[config.mk]
export PLATFORM = sky130hd
export DESIGN_NAME = adc_capture_ctrl
export DESIGN_NICKNAME = d
export VERILOG_FILES = /design/src/rtl/adc_capture_pkg.sv /design/src/rtl/adc_pair_fifo.sv /design/src/rtl/adc_capture_ctrl.sv
export SDC_FILE = /design/constraint.sdc
export NUM_CORES = 1
export LEC_CHECK = 0
export BUFFER_PORTS_ARGS = -buffer_cell sky130_fd_sc_hd__buf_2
export CORE_MARGIN = 2
export CORE_UTILIZATION = 40
export DETAILED_ROUTE_END_ITERATION = 6
export PLACE_DENSITY = 0.69
export SLEW_MARGIN = 5
export SYNTH_ARGS = -nofsm -noshare
export SYNTH_HDL_FRONTEND = slang
export SYNTH_HIERARCHICAL = 1
export SYNTH_SLANG_ARGS = --single-unit
export TNS_END_PERCENT = 100
[constraint.sdc]
create_clock -name aclk -period 5.7 [get_ports aclk]
set_input_delay 0.855 -clock aclk [delete_from_list [all_inputs] [get_ports aclk]]
set_output_delay 0.855 -clock aclk [all_outputs]
set_load 0.01 [all_outputs]
[src/rtl/adc_capture_pkg.sv]
// Shared types and constants for the ADC capture sequencer.
//   - state_t          : capture sequencer states
//   - CH_A / CH_B      : channel tag carried in the top bit of each output beat
//   - tdata_*_idx()    : bit positions of the tag fields inside m_axis_tdata
//   - pair_*()         : field layout of one {or, a, b} entry in the pair FIFO
package adc_capture_pkg;

  typedef enum logic [1:0] {
    ST_IDLE    = 2'd0,
    ST_CAPTURE = 2'd1,
    ST_DRAIN   = 2'd2,
    ST_ABORT   = 2'd3
  } state_t;

  localparam logic CH_A = 1'b0;
  localparam logic CH_B = 1'b1;

  // Output beat: {channel, overrange, sample[dw-1:0]}
  function automatic int unsigned tdata_ch_idx(input int unsigned dw);
    return dw + 1;
  endfunction

  function automatic int unsigned tdata_or_idx(input int unsigned dw);
    return dw;
  endfunction

  // Pair FIFO entry: {overrange, sample_a, sample_b}
  function automatic int unsigned pair_or_idx(input int unsigned dw);
    return 2 * dw;
  endfunction

  function automatic int unsigned pair_a_lsb(input int unsigned dw);
    return dw;
  endfunction

endpackage

[src/rtl/adc_pair_fifo.sv]
// Synchronous FIFO holding captured {or, a, b} sample pairs.
// First-word fall-through: o_rd_data_c shows the head entry whenever not empty.
// Pointers carry one extra wrap bit so full/empty come from an MSB compare.
// Ports:
//   i_clk, i_rst       : clock, asynchronous active-high reset
//   i_flush            : empties the FIFO on the next edge (write ignored)
//   i_wr_en, i_wr_data : push, ignored when full
//   i_rd_en            : pop, ignored when empty
//   o_rd_data_c        : head entry
//   o_full_c, o_empty_c: occupancy flags
module adc_pair_fifo #(
  parameter int unsigned WIDTH = 29,
  parameter int unsigned DEPTH = 16
) (
  input  logic             i_clk,
  input  logic             i_rst,
  input  logic             i_flush,
  input  logic             i_wr_en,
  input  logic [WIDTH-1:0] i_wr_data,
  input  logic             i_rd_en,
  output logic [WIDTH-1:0] o_rd_data_c,
  output logic             o_full_c,
  output logic             o_empty_c
);

  localparam int unsigned AW = $clog2(DEPTH);
  localparam int unsigned PW = AW + 1;

  logic [PW-1:0]    r_wr_ptr;
  logic [PW-1:0]    r_rd_ptr;
  logic [WIDTH-1:0] r_mem [DEPTH];
  logic             w_wr;
  logic             w_rd;

  assign o_full_c    = (r_wr_ptr[AW] != r_rd_ptr[AW]) &&
                       (r_wr_ptr[AW-1:0] == r_rd_ptr[AW-1:0]);
  assign o_empty_c   = (r_wr_ptr == r_rd_ptr);
  assign o_rd_data_c = r_mem[r_rd_ptr[AW-1:0]];
  assign w_wr        = i_wr_en && !o_full_c && !i_flush;
  assign w_rd        = i_rd_en && !o_empty_c && !i_flush;

  // Pointer update
  always_ff @(posedge i_clk or posedge i_rst) begin
    if (i_rst) begin
      r_wr_ptr <= '0;
      r_rd_ptr <= '0;
    end else if (i_flush) begin
      r_wr_ptr <= '0;
      r_rd_ptr <= '0;
    end else begin
      if (w_wr) r_wr_ptr <= r_wr_ptr + PW'(1);
      if (w_rd) r_rd_ptr <= r_rd_ptr + PW'(1);
    end
  end

  // Storage, no reset needed: contents only read when not empty
  always_ff @(posedge i_clk) begin
    if (w_wr) r_mem[r_wr_ptr[AW-1:0]] <= i_wr_data;
  end

endmodule

[src/rtl/adc_capture_ctrl.sv]
// Capture sequencer between the ADC deserializer and an AXI-stream output.
// A start command captures cfg_len sample pairs into a pair FIFO; each pair is
// serialized as an A beat then a B beat (enabled channels only), tagged with
// channel and overrange, with tlast on the final beat of the frame.
// Ports:
//   aclk, areset                  : clock, asynchronous active-high reset
//   cfg_start/abort/len/ch_en     : frame control from the register file
//   adc_valid/data_a/data_b/or    : ADC sample pair stream (never stalled)
//   m_axis_*                      : serialized output stream
//   busy/done/aborted             : frame status
//   overrun/ovr_cnt/cfg_err       : sticky error status, cleared on accepted start
module adc_capture_ctrl
  import adc_capture_pkg::*;
#(
  parameter int unsigned DATA_WIDTH = 14,
  parameter int unsigned LEN_WIDTH  = 16,
  parameter int unsigned FIFO_DEPTH = 16
) (
  input  logic                  aclk,
  input  logic                  areset,
  input  logic                  cfg_start,
  input  logic                  cfg_abort,
  input  logic [LEN_WIDTH-1:0]  cfg_len,
  input  logic [1:0]            cfg_ch_en,
  input  logic                  adc_valid,
  input  logic [DATA_WIDTH-1:0] adc_data_a,
  input  logic [DATA_WIDTH-1:0] adc_data_b,
  input  logic                  adc_or,
  output logic [DATA_WIDTH+1:0] m_axis_tdata,
  output logic                  m_axis_tvalid,
  input  logic                  m_axis_tready,
  output logic                  m_axis_tlast,
  output logic                  busy,
  output logic                  done,
  output logic                  aborted,
  output logic                  overrun,
  output logic [15:0]           ovr_cnt,
  output logic                  cfg_err
);

  localparam int unsigned PAIR_W = 2 * DATA_WIDTH + 1;
  localparam int unsigned TD_W   = DATA_WIDTH + 2;
  localparam int unsigned TD_CH  = tdata_ch_idx(DATA_WIDTH);
  localparam int unsigned TD_OR  = tdata_or_idx(DATA_WIDTH);
  localparam int unsigned P_OR   = pair_or_idx(DATA_WIDTH);
  localparam int unsigned P_A    = pair_a_lsb(DATA_WIDTH);

  state_t                r_state;
  state_t                w_state_nxt;
  logic [LEN_WIDTH-1:0]  r_len;
  logic [LEN_WIDTH-1:0]  r_acc_cnt;
  logic [LEN_WIDTH-1:0]  r_out_cnt;
  logic [1:0]            r_ch_en;
  logic                  r_half;
  logic [TD_W-1:0]       r_tdata;
  logic                  r_tvalid;
  logic                  r_tlast;
  logic                  r_busy;
  logic                  r_done;
  logic                  r_aborted;
  logic                  r_overrun;
  logic [15:0]           r_ovr_cnt;
  logic                  r_cfg_err;

  logic                  w_start_ok;
  logic                  w_start_acc;
  logic                  w_start_bad;
  logic                  w_cap_in;
  logic                  w_wr;
  logic                  w_drop;
  logic                  w_flush;
  logic                  w_hs;
  logic                  w_load;
  logic                  w_rd;
  logic                  w_beat_is_b;
  logic                  w_beat_pops;
  logic                  w_beat_tlast;
  logic [TD_W-1:0]       w_beat;
  logic                  w_done_set;
  logic                  w_abort_fin;
  logic [PAIR_W-1:0]     w_wr_pair;
  logic [PAIR_W-1:0]     w_head;
  logic                  w_full;
  logic                  w_empty;

  assign w_start_ok  = cfg_start && (cfg_len != '0) && (cfg_ch_en != 2'b00);
  assign w_start_acc = (r_state == ST_IDLE) && w_start_ok;
  assign w_start_bad = (r_state == ST_IDLE) && cfg_start && !w_start_ok;

  // ADC side: an abort in the same cycle already blocks the write
  assign w_cap_in  = (r_state == ST_CAPTURE) && !cfg_abort && adc_valid;
  assign w_wr      = w_cap_in && !w_full;
  assign w_drop    = w_cap_in && w_full;
  assign w_wr_pair = {adc_or, adc_data_a, adc_data_b};
  assign w_flush   = (r_state == ST_ABORT);

  // Serializer: with both channels on, the head entry is popped only on its B beat
  assign w_hs         = r_tvalid && m_axis_tready;
  assign w_load       = ((r_state == ST_CAPTURE) || (r_state == ST_DRAIN)) && !cfg_abort &&
                        !w_empty && (!r_tvalid || m_axis_tready);
  assign w_beat_is_b  = (r_ch_en == 2'b10) || ((r_ch_en == 2'b11) && r_half);
  assign w_beat_pops  = (r_ch_en != 2'b11) || r_half;
  assign w_beat_tlast = w_beat_pops && (r_out_cnt == r_len - LEN_WIDTH'(1));
  assign w_rd         = w_load && w_beat_pops;

  // Beat formatting from the FIFO head
  always_comb begin
    w_beat                   = '0;
    w_beat[TD_CH]            = w_beat_is_b ? CH_B : CH_A;
    w_beat[TD_OR]            = w_head[P_OR];
    w_beat[DATA_WIDTH-1:0]   = w_beat_is_b ? w_head[DATA_WIDTH-1:0]
                                           : w_head[P_A +: DATA_WIDTH];
  end

  adc_pair_fifo #(
    .WIDTH (PAIR_W),
    .DEPTH (FIFO_DEPTH)
  ) u_fifo (
    .i_clk       (aclk),
    .i_rst       (areset),
    .i_flush     (w_flush),
    .i_wr_en     (w_wr),
    .i_wr_data   (w_wr_pair),
    .i_rd_en     (w_rd),
    .o_rd_data_c (w_head),
    .o_full_c    (w_full),
    .o_empty_c   (w_empty)
  );

  // State register
  always_ff @(posedge aclk or posedge areset) begin
    if (areset) r_state <= ST_IDLE;
    else        r_state <= w_state_nxt;
  end

  // Next state and completion pulses
  always_comb begin
    w_state_nxt = r_state;
    w_done_set  = 1'b0;
    w_abort_fin = 1'b0;
    case (r_state)
      ST_IDLE: begin
        if (w_start_ok) w_state_nxt = ST_CAPTURE;
      end
      ST_CAPTURE: begin
        if (cfg_abort)
          w_state_nxt = ST_ABORT;
        else if (w_wr && (r_acc_cnt == r_len - LEN_WIDTH'(1)))
          w_state_nxt = ST_DRAIN;
      end
      ST_DRAIN: begin
        if (cfg_abort) begin
          w_state_nxt = ST_ABORT;
        end else if (w_hs && r_tlast) begin
          w_state_nxt = ST_IDLE;
          w_done_set  = 1'b1;
        end
      end
      ST_ABORT: begin
        // Leave once any beat already on the bus has been taken
        if (!r_tvalid || m_axis_tready) begin
          w_state_nxt = ST_IDLE;
          w_abort_fin = 1'b1;
        end
      end
      default: w_state_nxt = ST_IDLE;
    endcase
  end

  // Frame configuration and sample counters
  always_ff @(posedge aclk or posedge areset) begin
    if (areset) begin
      r_len     <= '0;
      r_ch_en   <= '0;
      r_acc_cnt <= '0;
      r_out_cnt <= '0;
    end else begin
      if (w_start_acc) begin
        r_len     <= cfg_len;
        r_ch_en   <= cfg_ch_en;
        r_acc_cnt <= '0;
        r_out_cnt <= '0;
      end
      if (w_wr) r_acc_cnt <= r_acc_cnt + LEN_WIDTH'(1);
      if (w_rd) r_out_cnt <= r_out_cnt + LEN_WIDTH'(1);
    end
  end

  // Output beat register; held stable while valid and not ready
  always_ff @(posedge aclk or posedge areset) begin
    if (areset) begin
      r_tvalid <= 1'b0;
      r_tdata  <= '0;
      r_tlast  <= 1'b0;
      r_half   <= 1'b0;
    end else if (w_start_acc || w_flush) begin
      r_half <= 1'b0;
      if (w_hs) begin
        r_tvalid <= 1'b0;
        r_tlast  <= 1'b0;
      end
    end else if (w_load) begin
      r_tvalid <= 1'b1;
      r_tdata  <= w_beat;
      r_tlast  <= w_beat_tlast;
      r_half   <= !w_beat_pops;
    end else if (w_hs) begin
      r_tvalid <= 1'b0;
      r_tlast  <= 1'b0;
    end
  end

  // Status flags
  always_ff @(posedge aclk or posedge areset) begin
    if (areset) begin
      r_busy    <= 1'b0;
      r_done    <= 1'b0;
      r_aborted <= 1'b0;
      r_overrun <= 1'b0;
      r_ovr_cnt <= '0;
      r_cfg_err <= 1'b0;
    end else begin
      r_busy    <= (w_state_nxt != ST_IDLE);
      r_done    <= w_done_set;
      r_aborted <= w_abort_fin;
      if (w_start_acc) begin
        r_overrun <= 1'b0;
        r_ovr_cnt <= '0;
        r_cfg_err <= 1'b0;
      end else if (w_start_bad) begin
        r_cfg_err <= 1'b1;
      end
      if (w_drop) begin
        r_overrun <= 1'b1;
        if (r_ovr_cnt != 16'hFFFF) r_ovr_cnt <= r_ovr_cnt + 16'd1;
      end
    end
  end

  assign m_axis_tdata  = r_tdata;
  assign m_axis_tvalid = r_tvalid;
  assign m_axis_tlast  = r_tlast;
  assign busy          = r_busy;
  assign done          = r_done;
  assign aborted       = r_aborted;
  assign overrun       = r_overrun;
  assign ovr_cnt       = r_ovr_cnt;
  assign cfg_err       = r_cfg_err;

endmodule

==> results.ini <==
[status]
status = complete, no violations

[cells_and_area]
drive_gt1_share_pct = 22.3
fin_nets = 1603
utilization_pct = 46.0
mostFrequentLayoutCells = 464 x edfxtp_1, 131 x nand2_1, 116 x mux4_2, 98 x dfrtp_1, 91 x buf_2
fillers = 4996
synthToLayoutAreaGrowth_pct = 13.9
final_common_cell = edfxtp_1

[synthesis]
ys_warn_count = 6
async_flop_share_pct = 18.0
ys_seq_elements = 566
yosysTopAreaCell = edfxtp_1
synth_cell_types = 58
avgSynthCellArea_um2 = 16.5
synth_edf_count = 464
synth_ff_type = edfxtp_1
ys_seq_area_share_pct = 69.4
synthCells = 1439
yosysTopAreaCellShare_pct = 58.7
syn_nets = 1505
syn-cell-area_um2 = 23700
synth_area_leaders = edfxtp_1 59%, mux4_2 11%, dfrtp_1 11%

[timing]
slew_viol_final = 0
min_period_ns = 4.21
setup-tns-final_ns = 0
slew_headroom_pct = 32.5
skew_ns = 0.0260
fmax_mhz = 237
fin_crit_sh_pct = 73.9
finalHoldViolCount = 0
rsz0062_at_grt = false
worst_slew_pin_slew_ns = 1.01
setup_viol = 0

[global_route]
grt_pass1_vias = 13200
grt_overflow = 0
grt_first_pass_wirelength_um = 79600
antenna_found_initial = 6
groute.usage.overall_pct = 17.2
grt_max_degree = 62

[worst_setup_path]
r2r_cells = 8
criticalPathCategory = reg2reg
cp.required_ns = 6.01
cp-start-kind = flip-flop
crit_path_max_fanout = 57
end_kind = flip-flop
crit_arrival_ns = 4.52

[power]
clkPwrFrac_pct = 31.3
irDropWorstVdd_mv = 0.295
powerDensity_nw_per_um2 = 459
p_comb_share_pct = 26.9
p_int_mw = 8.54
p_seq_share_pct = 41.7
switchingPower_mw = 3.87
leakage_nw = 9.27
sw_frac_of_total_pct = 31.2

[placed_design]
hpwlAfterDp_um = 32000
gp_congestion = 0.853
io_buffers = 91

[floorplan]
num_io_pins = 92
initial_core_util_pct = 40.4
design.core.area_um2 = 58800
dieHeight_um = 248
rows = 89
dieArea_um2 = 61300
die_w_um = 248

[clock_network]
htree_levels = 2
cts_hold_buf = 0
postCtsSetupBuffers = 0
clock_sinks = 566
clk_path_buf_depth = 3
cts-root-buf = clkbuf_16
cts_tree = done
ctsResizeCount = 0
cts_buffers = 55
clk_transition_reported_paths_ns = 0.06
clk_latency_ns = 0.62

[routing]
first_pass_iters = 5
vias = 13100
routed_wl_um = 52200
drc = 0
drt_iter0_markers = 1408
ant_nets = 0
viasPerCell = 5.54
wl_per_cell_um = 22.1

[min_path]
hold_class = in2async

[job]
cap_violations = 0

[power groups by stage]
stage | Sequential (mW) | Combinational (mW) | Clock (mW)
after floorplan | 4.98 | 2.67 | 0
after global placement | 5.26 | 3.31 | 0
after detailed placement | 5.27 | 3.36 | 0
after CTS | 5.19 | 3.38 | 3.97
after global routing | 5.23 | 3.63 | 4.14
final | 5.18 | 3.34 | 3.89
[cell type report]
type / count / area (um^2) / share of cell area, %
well taps: 773 / 967 / 3.58
clock inverters: 35 / 514 / 1.90
diodes: 2 / 5.00 / 0.0185
clock buffers: 69 / 1450 / 5.36
repair buffers: 119 / 666 / 2.46
flip-flops and latches: 566 / 16500 / 61.0
inverters: 19 / 73.8 / 0.273
multi-input cells: 776 / 6870 / 25.4
[registers in the layout (all words and copies together) (netlist names), 2 cells and up]
| name | flops |
|---|---|
| r_acc_cnt | 16 |
| ovr_cnt | 16 |
| m_axis_tdata | 16 |
| u_fifo/r_rd_ptr | 5 |
| u_fifo/r_wr_ptr | 5 |
| r_out_cnt | 16 |
| r_len | 16 |
| u_fifo/r_mem | 464 |
| r_state | 2 |
| r_ch_en | 2 |
[synth_stat cells, types with 6 or more instances]
library cell / number
a211oi_1: 30
a21oi_1: 45
and2_1: 7
and3_1: 8
buf_2: 11
buf_4: 8
buf_6: 9
clkbuf_1: 47
dfrtp_1: 102
edfxtp_1: 464
ha_1: 13
inv_1: 18
mux2i_1: 52
mux4_2: 116
nand2_1: 131
nand3_1: 29
nand3b_1: 6
nand4_1: 18
nor2_1: 41
nor2b_1: 36
nor3_1: 19
nor4_1: 16
o2111ai_1: 6
o211ai_1: 9
o21ai_0: 52
o21ai_1: 13
o31ai_1: 14
or4_1: 6
xnor2_1: 35
xor2_1: 21
[logic make-up (layout without fill, tap and decap cells)]
kind of cell / count (synthesis) / in the layout / share of synthesized area, %
DFF: 566 / 566 / 69.4
and+or+nand+nor: 341 / 341 / 7.12
AOI/OAI and AO/OA: 189 / 189 / 4.92
muxes: 174 / 174 / 13.5
buffers and inverters: 97 / 242 / 2.00
xor gates and xnor gates: 59 / 59 / 2.35
adders and majority gates: 13 / 13 / 0.685
other: 0 / 2 / 0
[per-stage QoR]
step,cell area (um^2),setup WS (ns),cells,hold slack [ns],total power [mW]
2_1_floorplan,23700,0.377,1439,0.465,7.65
3_3_place_gp,25100,1.70,2253,0.466,8.57
3_5_place_dp,25100,1.56,2253,0.479,8.63
4_1_cts,27000,1.54,2357,0.281,12.5
5_1_grt,27000,1.20,2357,0.299,13.0
6_report,27000,1.49,2359,0.281,12.4
[worst max-delay path, stage by stage, from the launching register on]
cell and delay [ns]:
dfrtp_4 0.96, xnor2_1 0.21, nand4_1 0.30, nor2_1 0.36, nand3b_1 0.50, clkinv_1 0.54
o21ai_2 0.56, nor3_2 0.12, buf_4 0.34
[layer usage]
metal	global-route usage, %	share of wire [%]	routed length, um	up-vias
li1	-	-	-	5841
met1	22.2	41	21600	6777
met2	30.0	51	26500	374
met3	3.37	5.8	3040	76
met4	3.95	1.9	990	6
met5	0	0.065	34	-
[path summary, 6_finish.rpt]
path | from | endpoint | slack, ns
setup reg to reg | u_fifo/r_rd_ptr[1]$_DFFE_PP0P_ | u_fifo/r_mem[9][13]$_DFFE_PP_ | 1.49
setup / recovery | u_fifo/r_rd_ptr[1]$_DFFE_PP0P_ | u_fifo/r_mem[9][13]$_DFFE_PP_ | 1.49
min in group aclk | cfg_len[3] | r_len[3]$_DFFE_PP0P_ | 0.46
hold / removal | areset | u_fifo/r_wr_ptr[1]$_DFFE_PP0P_ | 0.28
hold reg to reg | overrun$_DFFE_PP0P_ | overrun$_DFFE_PP0P_ | 0.48
max in group asynchronous | areset | r_out_cnt[8]$_DFFE_PP0P_ | 4.28
Power figures use the tool's default switching activity.
